## src/rtl/instr_fetch_pkg.sv

```systemverilog
// Shared CPU fetch definitions: FSM encoding, default reset PC and read timeout.
package instr_fetch_pkg;

  typedef enum logic [1:0] {
    ST_IDLE = 2'd0,
    ST_REQ  = 2'd1,
    ST_WAIT = 2'd2
  } fetch_state_e;

  localparam logic [31:0] DEF_RESET_PC = 32'h0000_0000;
  localparam int unsigned DEF_TIMEOUT  = 16;

  function automatic logic is_word_aligned(input logic [31:0] addr);
    return addr[1:0] == 2'b00;
  endfunction

endpackage

```

## src/rtl/instr_fetch_timer.sv

```systemverilog
// Saturating wait counter for the fetch WAIT state; expired is high once the count equals MAX.
// Single-cycle clear has priority over enable; no backpressure.
module fetch_timer #(
  parameter int unsigned MAX = 16,
  parameter int unsigned W   = $clog2(MAX + 1)
) (
  input  logic clk,
  input  logic rstn,
  input  logic clr,
  input  logic en,
  output logic expired
);

  localparam logic [W-1:0] MAX_C = W'(MAX);

  logic [W-1:0] count_q, count_d;

  always_comb begin
    count_d = count_q;
    if (clr) begin
      count_d = '0;
    end else if (en && (count_q != MAX_C)) begin
      count_d = count_q + W'(1);
    end
  end

  always_ff @(posedge clk or negedge rstn) begin
    if (!rstn) begin
      count_q <= '0;
    end else begin
      count_q <= count_d;
    end
  end

  assign expired = (count_q == MAX_C);

endmodule

```

## src/rtl/instr_fetch.sv

```systemverilog
// Instruction fetch: PC register, single outstanding memory read, IR write port with fault pulses.
// fetch_start to ir_we is 2 cycles on a zero-wait memory; mem_req holds until mem_gnt, fetch_start ignored while busy.
module instr_fetch
  import instr_fetch_pkg::*;
#(
  parameter logic [31:0] RESET_PC = DEF_RESET_PC,
  parameter int unsigned TIMEOUT  = DEF_TIMEOUT
) (
  input  logic        clk,
  input  logic        rstn,
  input  logic        fetch_start,
  input  logic        pc_we,
  input  logic [31:0] pc_next,
  output logic        mem_req,
  output logic [31:0] mem_addr,
  input  logic        mem_gnt,
  input  logic        mem_rvalid,
  input  logic [31:0] mem_rdata,
  output logic        ir_we,
  output logic [31:0] ir_pc,
  output logic [31:0] ir_instr,
  output logic [31:0] pc,
  output logic        busy,
  output logic        fetch_done,
  output logic        fault_misalign,
  output logic        fault_timeout
);

  fetch_state_e state_q, state_d;
  logic [31:0]  pc_q, pc_d;
  logic [31:0]  addr_q, addr_d;
  logic [31:0]  ir_pc_q, ir_pc_d;
  logic [31:0]  ir_instr_q, ir_instr_d;
  logic         ir_we_q, ir_we_d;
  logic         done_q, done_d;
  logic         misalign_q, misalign_d;
  logic         timeout_q, timeout_d;
  logic         tmr_clr, tmr_en, tmr_expired;
  logic [31:0]  fetch_addr;

  // A same-cycle PC load wins over the old PC as the fetch address.
  assign fetch_addr = pc_we ? pc_next : pc_q;

  always_comb begin
    state_d    = state_q;
    pc_d       = pc_q;
    addr_d     = addr_q;
    ir_pc_d    = ir_pc_q;
    ir_instr_d = ir_instr_q;
    ir_we_d    = 1'b0;
    done_d     = 1'b0;
    misalign_d = 1'b0;
    timeout_d  = 1'b0;
    tmr_clr    = 1'b0;
    tmr_en     = 1'b0;

    case (state_q)
      ST_IDLE: begin
        if (pc_we) begin
          pc_d = pc_next;
        end
        if (fetch_start) begin
          addr_d = fetch_addr;
          if (is_word_aligned(fetch_addr)) begin
            state_d = ST_REQ;
          end else begin
            misalign_d = 1'b1;
          end
        end
      end
      ST_REQ: begin
        if (mem_gnt) begin
          if (mem_rvalid) begin
            ir_we_d    = 1'b1;
            done_d     = 1'b1;
            ir_pc_d    = addr_q;
            ir_instr_d = mem_rdata;
            state_d    = ST_IDLE;
          end else begin
            tmr_clr = 1'b1;
            state_d = ST_WAIT;
          end
        end
      end
      ST_WAIT: begin
        tmr_en = 1'b1;
        if (mem_rvalid) begin
          ir_we_d    = 1'b1;
          done_d     = 1'b1;
          ir_pc_d    = addr_q;
          ir_instr_d = mem_rdata;
          state_d    = ST_IDLE;
        end else if (tmr_expired) begin
          timeout_d = 1'b1;
          state_d   = ST_IDLE;
        end
      end
      default: state_d = ST_IDLE;
    endcase
  end

  always_ff @(posedge clk or negedge rstn) begin
    if (!rstn) begin
      state_q    <= ST_IDLE;
      pc_q       <= RESET_PC;
      addr_q     <= '0;
      ir_pc_q    <= '0;
      ir_instr_q <= '0;
      ir_we_q    <= 1'b0;
      done_q     <= 1'b0;
      misalign_q <= 1'b0;
      timeout_q  <= 1'b0;
    end else begin
      state_q    <= state_d;
      pc_q       <= pc_d;
      addr_q     <= addr_d;
      ir_pc_q    <= ir_pc_d;
      ir_instr_q <= ir_instr_d;
      ir_we_q    <= ir_we_d;
      done_q     <= done_d;
      misalign_q <= misalign_d;
      timeout_q  <= timeout_d;
    end
  end

  fetch_timer #(
    .MAX (TIMEOUT)
  ) u_fetch_timer (
    .clk     (clk),
    .rstn    (rstn),
    .clr     (tmr_clr),
    .en      (tmr_en),
    .expired (tmr_expired)
  );

  assign mem_req        = (state_q == ST_REQ);
  assign busy           = (state_q != ST_IDLE);
  assign mem_addr       = addr_q;
  assign pc             = pc_q;
  assign ir_we          = ir_we_q;
  assign ir_pc          = ir_pc_q;
  assign ir_instr       = ir_instr_q;
  assign fetch_done     = done_q;
  assign fault_misalign = misalign_q;
  assign fault_timeout  = timeout_q;

endmodule
```

## config.mk

```make
export PLATFORM = sky130hd
export DESIGN_NAME = instr_fetch
export DESIGN_NICKNAME = d
export VERILOG_FILES = /design/src/rtl/instr_fetch_pkg.sv /design/src/rtl/instr_fetch_timer.sv /design/src/rtl/instr_fetch.sv
export SDC_FILE = /design/constraint.sdc
export NUM_CORES = 1
export LEC_CHECK = 0
export CAP_MARGIN = 5
export CELL_PAD_IN_SITES_DETAIL_PLACEMENT = 1
export CELL_PAD_IN_SITES_GLOBAL_PLACEMENT = 2
export CORE_MARGIN = 4
export CORE_UTILIZATION = 30
export DETAILED_ROUTE_END_ITERATION = 8
export HOLD_SLACK_MARGIN = 0.12
export PLACE_DENSITY = 0.84
export SLEW_MARGIN = 40
export SYNTH_ARGS = -nofsm -noshare
export SYNTH_HDL_FRONTEND = slang
export SYNTH_HIERARCHICAL = 1
export SYNTH_SLANG_ARGS = --single-unit
```

## constraint.sdc

```tcl
create_clock -name clk -period 2.35 [get_ports clk]
set_input_delay 0.47 -clock clk [delete_from_list [all_inputs] [get_ports clk]]
set_output_delay 0.47 -clock clk [all_outputs]
set_load 0.02 [all_outputs]
```

==> summary.md, run 1 <==
| Metric | Value |
|---|---|
| Layout cells sized above 1 | `0.241` |
| Top-count cell post-synth | `dfrtp_1` |
| First-pass GRT wire length | `approximately 27 mm` |
| Switching power | `0.00498 W` |
| Post-synth top area share | `0.589` |
| HP Class | `flop to flop` |
| Largest fanout on the critical path | `6` |
| Clk slew on worst S/H paths | `0.06 ns` |
| Pin count of the biggest net entering global routing | `58` |
| Power per cell area | `roughly 1600 nW/um^2` |
| Syn-to-layout area delta | `50.5%` |
| Core area | `~19000 um^2` |
| CTS Sinks | `approximately 140` |
| Vias per std cell | `between 4 and 5` |
| Die height | `~150 um` |
| Kind of critical path | `flop to primary output` |
| Place WS | `between 0.2 and 0.3 ns` |
| Syn avg cell area | `~15 um^2` |
| DP HPWL | `between 10 and 15 mm` |
| Hold Path Origin | `ir_pc[1]` |
| Reg power frac | `0.319` |
| Flop-to-flop setup slack | `around 0.35 ns` |
| Worst slew margin | `0.647` |
| H-tree lvl count | `4` |
| Synth area leaders | `dfrtp_1 59%, mux2_4 13%, mux2_2 9.4%` |
| Power Total | `roughly 0.014 W` |
| Filler instances | `approximately 2.0k` |
| RR Endpoint | `ir_instr[16]` |
| Placed Area | `about 8000 um^2` |
| Fmax | `approximately 0.45 GHz` |
| Status | `finished, final reports clean` |
| DR WL/cell | `~19 um` |
| CP startpoint kind | `flop` |
| Setup crit start | `state_q[0]` |
| Register Area | `around 3500 um^2` |
| WP data required | `1.88 ns` |
| Setup_tns | `0 ns` |
| Clock tree buffer depth | `2` |
| Port bufs | `203` |
| Starting Density | `0.310` |
| Root Buffer | `clkbuf_16` |
| Worst R2R Start | `state_q[1]` |
| Worst R2R Path Depth | `6` |
| Drt total wl | `between 15 and 20 mm` |
| FF+latch count, synth | `~140` |
| CTS tree | `built` |
| Pleak | `3.92 nW` |
| Worst Hold Depth | `2` |
| Final GP Congestion | `0.761` |
| Hold Vio Cnt, Final | `0` |
| Final WS setup | `about 0.13 ns` |
| Final clock period utilization by the worst path | `0.946` |
| IR drop worst, VDD | `between 0.5 and 0.6 mV` |
| Worst slew pin tran | `about 0.53 ns` |
| Chip Width | `~150 um` |
| GRT Util Overall | `0.156` |
| Die area | `21900 um^2` |
| Later-pin clock latency in the skew report | `0.42 ns` |
| Ant. Diodes | `0` |
| Async S/R FF share, synth | `1.00` |
| Yosys Warn Count | `6` |
| Final non-filler cell area | `roughly 8800 um^2` |
| IO Pins | `between 200 and 250` |
| Congestion Overflow GR | `0` |
| Post-Synthesis Cells | `404` |
| Sequential share of the synthesized area | `0.589` |
| Cts bufs inserted | `17` |
| 1st-iter DRT viols | `112` |
| Yosys top cell by area | `dfrtp_1` |
| Routed Antenna Nets | `0` |
| Drt drc | `0` |
| Cell area after synthesis | `slightly below 6000 um^2` |
| Final nets | `697` |
| Number of synthesized flops with an enable pin | `0` |
| Logic pwr share | `0.482` |
| Max-slew violation count | `0` |
| # setup viols final | `0` |
| DR pass1 iterations | `4` |
| MaxCap Viol Count | `0` |
| Post-synthesis net count | `482` |
| Initial antenna violation count | `0` |
| Min Tclk post-route | `2.22 ns` |
| Hold EP | `ir_pc[1]` |
| Post-synthesis cell type count | `27` |
| Internal Power | `between 0.008 and 0.009 W` |
| Clock Power Share | `0.199` |
| Top FF cell, synth | `dfrtp_1` |
| Clk_skew | `roughly 0.007 ns` |
| Area of the multi-input gates | `2230 um^2` |
| Crit path arrival time | `approximately 1.8 ns` |
| RSZ-0062 raised after global routing | `false` |
| Crit end category | `primary output` |
| Vias | `just over 4k` |
| Row count | `50` |
| Vias in the first global route | `approximately 4.5k` |
| Synth cell count leaders | `138 x dfrtp_1, 51 x mux2_4, 49 x mux2_2` |
| Net Sw Frac | `0.361` |
## worst max-delay path, cell delays in order (launching register included)
cell and delay [ns]:
dfrtp_1 0.41, inv_1 0.15, ha_1 0.31, inv_1 0.12
dlygate4sd2_1 0.35
## flip-flops by register name, indices dropped and copies added, names as in the netlist
register / cells
pc: 32
u_fetch_timer/count_q: 5
fetch_done: 1
ir_pc: 32
ir_instr: 32
mem_addr: 32
state_q: 2
fault_timeout: 1
fault_misalign: 1
## kinds of logic (layout without fill, tap and decap cells)
logic type                 Yosys count  count (layout)  share of synthesized area
adders and majority gates            8               8                     0.0171
AOI/OAI and AO/OA                   38              38                     0.0333
xor gates and xnor gates             2               2                    0.00299
DFF                                138             138                      0.589
buffers and inverters               30             258                     0.0341
muxes                              132             132                      0.279
and+or+nand+nor                     56              56                     0.0448
## through the flow
stage / utilization / hold WS (ns) / instances
2_1_floorplan: - / 0.174 / 404
3_3_place_gp: 0.433 / 0.470 / 859
3_5_place_dp: 0.433 / 0.478 / 859
4_1_cts: 0.466 / 0.510 / 892
5_1_grt: 0.466 / 0.512 / 892
6_report: 0.466 / 0.503 / 892
## per-layer routing
metal / wire length, um / vias up / track usage
met5: 0 / - / 0
met4: 215 / 0 / 0.0480
met3: 954 / 16 / 0.0494
met2: 8480 / 126 / 0.264
met1: 7020 / 2056 / 0.191
li1: - / 1827 / -
## cell type report
| type | instances | area share |
|---|---|---|
| sequential | 138 | 0.391 |
| inverter | 9 | 0.00383 |
| multi-input combinational | 236 | 0.252 |
| timing repair buffer | 217 | 0.247 |
| clock inverter | 11 | 0.0164 |
| clock buffer | 21 | 0.0522 |
| tap | 260 | 0.0369 |
## placed cells by master (no fill, tap or decap), types with 2 or more instances in the layout
master / netlist / final
a21oi_1: 33 / 33
buf_12: 0 / 4
buf_4: 1 / 9
bufinv_16: 0 / 3
clkbuf_1: 0 / 2
clkbuf_16: 0 / 17
clkbuf_8: 0 / 2
clkdlybuf4s50_1: 0 / 199
clkinv_2: 0 / 3
clkinv_4: 0 / 2
clkinvlp_4: 0 / 3
dfrtp_1: 138 / 138
dlygate4sd2_1: 0 / 2
ha_1: 8 / 8
inv_1: 9 / 9
mux2_2: 49 / 49
mux2_4: 51 / 51
mux2i_1: 32 / 32
nand2_1: 6 / 5
nand2b_1: 3 / 3
nand4_1: 2 / 2
nor2_1: 37 / 37
o21ai_0: 3 / 3
xor2_1: 2 / 2
## repair_timing
| action | 4_1_cts | 5_1_grt |
|---|---|---|
| hold buffers | 1 | 0 |
| setup endpoints to repair | 2 | 0 |
| gates resized for setup | 2 | 0 |
| endpoints found under the hold margin | 53 | 0 |
| buffers inserted | 0 | 0 |
## worst max-delay path by stage
| stage | depth (start not counted) | slack [ns] | end |
|---|---|---|---|
| 3_3_place_gp | 5 | 0.28 | ir_instr[13] |
| 6_report | 4 | 0.13 | busy |
| 2_1_floorplan | 7 | 0.37 | ir_instr[23] |
| 3_5_place_dp | 5 | 0.26 | ir_instr[15] |
| 5_1_grt | 4 | 0.01 | busy |
| 4_1_cts | 4 | 0.09 | busy |
## power by group through the flow
stage,sequential [W],combinational (W),clock [W]
final,0.00440,0.00664,0.00274
after CTS,0.00443,0.00675,0.00283
after floorplan,0.00565,0.00225,0
after detailed placement,0.00445,0.00671,0
after global routing,0.00458,0.00703,0.00295
after global placement,0.00436,0.00655,0
No activity file was read; power rests on OpenSTA's default activity.
==> inputs of run 2 (changes only) <==
--- a/config.mk
+++ b/config.mk
@@ -13,6 +13,7 @@
 export DETAILED_ROUTE_END_ITERATION = 8
 export HOLD_SLACK_MARGIN = 0.12
 export PLACE_DENSITY = 0.84
+export SKIP_CTS_REPAIR_TIMING = 1
 export SLEW_MARGIN = 40
 export SYNTH_ARGS = -nofsm -noshare
 export SYNTH_HDL_FRONTEND = slang
==> run 2 against run 1 <==
Global-route usage is essentially flat. Setup slack gained 0.12 ns. Largest power group unchanged. Total power hardly changed. Highest routed layer unchanged. Non-clock buffer count stayed put. Via count decreased by 0.20%. Clock skew barely moved. Sequential share of layout area barely moved. Critical path type unchanged.
==> summary.md, run 2 (synthesis results as in run 1) <==
| Metric | Value |
|---|---|
| Later-pin clock latency in the skew report | `0.42 ns (about the same)` |
| Crit-path cells | `inv_1 > ha_1 > inv_1 > dlymetal6s2s_1` |
| Die height | `148 um (unchanged)` |
| Largest fanout on the critical path | `6 (unchanged)` |
| Worst Hold Depth | `2 (unchanged)` |
| Kind of critical path | `flop to primary output` |
| Placed Area | `8210 um^2 (unchanged)` |
| RSZ-0062 raised after global routing | `false` |
| CP max stage delay | `0.41 ns (about the same)` |
| Final nets | `697 (unchanged)` |
| RR Endpoint | `ir_instr[16]` |
| Most frequent cells in the layout | `199 x clkdlybuf4s50_1, 138 x dfrtp_1, 51 x mux2_4` |
| Worst slew margin | `0.647 (about the same)` |
| MaxCap Viol Count | `0 (unchanged)` |
| CTS Sinks | `138 (unchanged)` |
| Pleak | `3.94 nW (+0.42%)` |
| Min Tclk post-route | `2.11 ns (-0.117 ns)` |
| Port bufs | `203 (unchanged)` |
| Die area | `21900 um^2 (unchanged)` |
| Clock tree buffer depth | `2 (unchanged)` |
| Slowest CP cell | `dfrtp_1` |
| Drt total wl | `16.6 mm (-0.21%)` |
| Inst Count DP | `859 (unchanged)` |
| Flop-to-flop setup slack | `0.35 ns (about the same)` |
| Pin count of the biggest net entering global routing | `58 (unchanged)` |
| Final Util | `0.466 (about the same)` |
| First-pass GRT wire length | `26.6 mm (-0.10%)` |
| CTS tree | `built` |
| Hold EP | `ir_pc[1]` |
| Clk slew on worst S/H paths | `0.06 ns (about the same)` |
| Clk_skew | `0.00681 ns (-0.000198 ns)` |
| IO Pins | `204 (unchanged)` |
| Crit end category | `primary output` |
| Vias per std cell | `4.50 (-0.20%)` |
| Final GP Congestion | `0.761 (unchanged)` |
| IR drop worst, VDD | `0.551 mV (-0.16%)` |
| WP data required | `1.88 ns (about the same)` |
| Congestion Overflow GR | `0 (unchanged)` |
| Starting Density | `0.310 (unchanged)` |
| GRT Util Overall | `0.156 (about the same)` |
| DP HPWL | `12.2 mm (unchanged)` |
| Final clock period utilization by the worst path | `0.897 (-0.0496)` |
| HP Class | `flop to flop` |
| Chip Width | `148 um (unchanged)` |
| Initial antenna violation count | `0 (unchanged)` |
| Most common cell after layout, fill and taps aside | `clkdlybuf4s50_1` |
| Worst slew pin tran | `0.529 ns (-0.000250 ns)` |
| Vias in the first global route | `4494 (-0.27%)` |
| Vias | `4017 (-0.20%)` |
| Row count | `50 (unchanged)` |
| Cts bufs inserted | `17 (unchanged)` |
| Root Buffer | `clkbuf_16` |
| 1st-iter DRT viols | `107 (-4.5%)` |
| Fmax | `0.474 GHz (+5.5%)` |
| Worst R2R Path Depth | `6 (unchanged)` |
| # setup viols final | `0 (unchanged)` |
| Syn-to-layout area delta | `50.6% (about the same)` |
| Worst R2R Start | `state_q[1]` |
| Core area | `19000 um^2 (unchanged)` |
| DR pass1 iterations | `4 (unchanged)` |
| DR WL/cell | `18.7 um (-0.21%)` |
| Power per cell area | `1560 nW/um^2 (about the same)` |
| Crit path arrival time | `1.64 ns (-0.11 ns)` |
| Drt drc | `0 (unchanged)` |
| Max-slew violation count | `0 (unchanged)` |
| CP startpoint kind | `flop` |
| Status | `finished, final reports clean` |
| H-tree lvl count | `4 (unchanged)` |
| Layout cells sized above 1 | `0.241 (unchanged)` |
| Routed Antenna Nets | `0 (unchanged)` |
| Most numerous cell on the critical path | `inv_1` |
| Ant. Diodes | `0 (unchanged)` |
| Hold Path Origin | `ir_pc[1]` |
| Final non-filler cell area | `8830 um^2 (about the same)` |
| Final Non-Filler Cells | `892 (unchanged)` |
| Hold Vio Cnt, Final | `0 (unchanged)` |
-- run 2: cell count changes in the layout (fill, tap and decap cells not counted), sizes merged --
cell / before / now
dlygate4sd2: 2 / 0
dlymetal6s2s: 0 / 2
-- run 2: stage by stage --
step / hold WS [ns] / worst slack (ns) / TNS (ns) / total power [W]
6_report: 0.503 / 0.242 / 0 / 0.0138
5_1_grt: 0.512 / 0.126 / 0 / 0.0146
4_1_cts: 0.0150 / -0.179 / -0.228 / 0.0140
3_5_place_dp: 0.478 / 0.261 / 0 / 0.0112
3_3_place_gp: 0.470 / 0.282 / 0 / 0.0109
2_1_floorplan: 0.174 / 0.375 / 0 / 0.00790
-- run 2: worst max-delay path: cells and delay by family (launching register included) --
family / cells / cell delay, ns
adders and majority gates: 1 / 0.31
buffers and inverters: 3 / 0.50
DFF: 1 / 0.41
-- run 2: worst max-delay path by stage --
stage	from	end	slack [ns]	depth (start not counted)
6_report	state_q[0]	busy	0.24	4
2_1_floorplan	state_q[1]	ir_instr[23]	0.37	7
4_1_cts	state_q[0]	busy	-0.18	4
3_5_place_dp	mem_gnt	ir_instr[15]	0.26	5
3_3_place_gp	mem_gnt	ir_instr[13]	0.28	5
5_1_grt	state_q[1]	busy	0.13	4
-- run 2: cell type report --
cell class	instances	area, um^2
Clock buffer	21	460
Clock inverter	11	145
Fill cell	1978	10100
Inverter	9	33.8
Multi-Input combinational cell	236	2230
Sequential cell	138	3450
Tap cell	260	325
Timing Repair Buffer	217	2190
-- run 2: report_power, final --
| part | internal [W] | total [W] | switching (W) |
|---|---|---|---|
| sequential | 0.00356 | 0.00440 | 0.000835 |
| clock | 0.00172 | 0.00274 | 0.00101 |
| combinational | 0.00352 | 0.00665 | 0.00312 |
| total | 0.00881 | 0.0138 | 0.00497 |
-- run 2: layer usage --
| metal | vias to the layer above | routed length, um | track usage |
|---|---|---|---|
| li1 | 1830 | - | - |
| met1 | 2046 | 7000 | 0.191 |
| met2 | 125 | 8470 | 0.264 |
| met3 | 16 | 955 | 0.0497 |
| met4 | 0 | 215 | 0.0480 |
| met5 | - | 0 | 0 |
==> inputs of run 3 (changes only) <==
--- a/config.mk
+++ b/config.mk
@@ -8,7 +8,7 @@
 export CAP_MARGIN = 5
 export CELL_PAD_IN_SITES_DETAIL_PLACEMENT = 1
 export CELL_PAD_IN_SITES_GLOBAL_PLACEMENT = 2
-export CORE_MARGIN = 4
+export CORE_MARGIN = 5
 export CORE_UTILIZATION = 30
 export DETAILED_ROUTE_END_ITERATION = 8
 export HOLD_SLACK_MARGIN = 0.12
==> run 3 against run 2 <==
Die area grew 2.7%. Cell count grew 0.45%. Combinational power is essentially flat. Utilization shrank 0.70 points. Setup slack lost 0.056 ns. Sequential share of layout area shrank 0.18 points. Clock power grew 7%. Critical path type unchanged. Via count shrank 1.1%. Largest cell class unchanged. Global-route usage shrank 0.54 points.
==> summary.md, run 3 (synthesis results as in run 1) <==
| Metric | Value |
|---|---|
| Power per cell area | `1570 nW/um^2 (+0.83%)` |
| Row count | `51 (+2.0%)` |
| Busiest grt layer | `met2` |
| H-tree lvl count | `4 (unchanged)` |
| Vias | `3971 (-1.1%)` |
| Worst R2R Path Depth | `6 (unchanged)` |
| RSZ-0062 raised after global routing | `false` |
| Most common cell after layout, fill and taps aside | `clkdlybuf4s50_1` |
| Hold Vio Cnt, Final | `0 (unchanged)` |
| Drt drc | `0 (unchanged)` |
| First-pass GRT wire length | `26.1 mm (-1.7%)` |
| Status | `finished, final reports clean` |
| CTS tree | `built` |
| Cts bufs inserted | `17 (unchanged)` |
| Worst slew pin tran | `0.480 ns (-0.0490 ns)` |
| Hold Path Origin | `ir_pc[1]` |
| Max-slew violation count | `0 (unchanged)` |
| Starting Density | `0.303 (-0.00607)` |
| 1st-iter DRT viols | `112 (+4.7%)` |
| GR met1 Demand/Resource | `0.179 (-0.0121)` |
| RR Endpoint | `ir_instr[31]` |
| Worst Hold Depth | `2 (unchanged)` |
| CP max stage delay | `0.41 ns (about the same)` |
| Pin count of the biggest net entering global routing | `58 (unchanged)` |
| # setup viols final | `0 (unchanged)` |
| DR WL/cell | `18.6 um (-0.48%)` |
| Layout cells sized above 1 | `0.241 (+0.000381)` |
| Vias in the first global route | `4564 (+1.6%)` |
| Slowest CP cell | `dfrtp_1` |
| Worst slew margin | `0.679 (+0.0315)` |
| DP HPWL | `12.1 mm (-0.85%)` |
| Hold EP | `ir_pc[1]` |
| CTS Sinks | `138 (unchanged)` |
| Most frequent cells in the layout | `199 x clkdlybuf4s50_1, 138 x dfrtp_1, 51 x mux2_4` |
| Die height | `150 um (+1.4%)` |
| Flop-to-flop setup slack | `0.23 ns (-0.12 ns)` |
| Die area | `22500 um^2 (+2.7%)` |
| Vias per std cell | `4.43 (-1.6%)` |
| DR pass1 iterations | `4 (unchanged)` |
| Pleak | `3.95 nW (+0.44%)` |
| Place WS | `0.152 ns (-0.109 ns)` |
| Clk_skew | `0.0132 ns (+0.00634 ns)` |
| Port bufs | `203 (unchanged)` |
| Ant. Diodes | `0 (unchanged)` |
| Clock tree buffer depth | `2 (unchanged)` |
| Min Tclk post-route | `2.16 ns (+0.0561 ns)` |
| Routed Antenna Nets | `0 (unchanged)` |
| Later-pin clock latency in the skew report | `0.41 ns (about the same)` |
| HP Class | `flop to flop` |
| Congestion Overflow GR | `0 (unchanged)` |
| WP data required | `1.88 ns (about the same)` |
| Setup crit start | `state_q[0]` |
| GRT Util Overall | `0.151 (-0.00539)` |
| Met3 usage | `0.0460 (-0.00363)` |
| Syn-to-layout area delta | `51.3%` |
| Core area | `19300 um^2 (+2.0%)` |
| Initial antenna violation count | `0 (unchanged)` |
| Final clock period utilization by the worst path | `0.921 (+0.0239)` |
| Chip Width | `150 um (+1.4%)` |
| MaxCap Viol Count | `0 (unchanged)` |
| Final WS setup | `0.186 ns (-0.0561 ns)` |
| GR Layer Usage met2 | `0.261 (-0.00250)` |
| Fmax | `0.462 GHz (-2.6%)` |
| Crit end category | `primary output` |
| Largest fanout on the critical path | `6 (unchanged)` |
| Final GP Congestion | `0.744 (-2.3%)` |
| Crit-path cells | `inv_1 > ha_1 > inv_1 > dlymetal6s2s_1` |
| Root Buffer | `clkbuf_16` |
| CP startpoint kind | `flop` |
| Worst R2R Start | `state_q[1]` |
| IO Pins | `204 (unchanged)` |
| Clk slew on worst S/H paths | `0.06 ns (about the same)` |
| Drt total wl | `16.6 mm (about the same)` |
| Crit path arrival time | `1.69 ns (+0.05 ns)` |
| Most numerous cell on the critical path | `inv_1` |
| Final nets | `697 (unchanged)` |
| Setup_tns | `0 ns (unchanged)` |
| IR drop worst, VDD | `0.568 mV (+3.1%)` |
| Kind of critical path | `flop to primary output` |
[run 3: worst max-delay path by stage]
stage	endpoint	slack (ns)	depth (start not counted)
final	busy	0.19	4
after global routing	busy	0.06	4
after CTS	busy	-0.21	4
after detailed placement	ir_instr[31]	0.15	5
after global placement	ir_instr[31]	0.16	5
after floorplan	ir_instr[23]	0.37	7
[run 3: cell type report]
cell class              instances  area, um^2
clock buffers                  19         443
fillers                      2003       10500
clock inverters                12         198
flip-flops and latches        138        3450
well taps                     265         332
inverters                       9        33.8
multi-input cells             236        2230
repair buffers                217        2190
[run 3: routing by layer]
metal	wire length (um)	part of all wire	up-vias
met5	0	0	-
met1	6870	0.41	1991
met3	1120	0.067	14
met2	8470	0.51	133
li1	-	-	1833
met4	173	0.010	0
[run 3: critical path, delay by kind of cell, from the launching register on]
kind	cells	cell delay [ns]
buffers and inverters	3	0.54
flip-flops	1	0.41
adder cells (fa/ha/maj)	1	0.32
[run 3: report_power, final]
group          switching (W)  internal (W)
Sequential          0.000832       0.00356
Clock                0.00102       0.00190
Combinational        0.00312       0.00352
Total                0.00497       0.00899
[run 3: per-stage QoR]
stage,utilization,instance area [um^2],total power (W),instances,hold slack [ns]
final,0.459,8880,0.0140,896,0.501
after detailed placement,0.425,8220,0.0112,864,0.392
after global placement,0.425,8220,0.0109,864,0.386
after global routing,0.459,8880,0.0147,896,0.518
after floorplan,-,5870,0.00790,404,0.174
after CTS,0.458,8860,0.0142,895,-0.0588
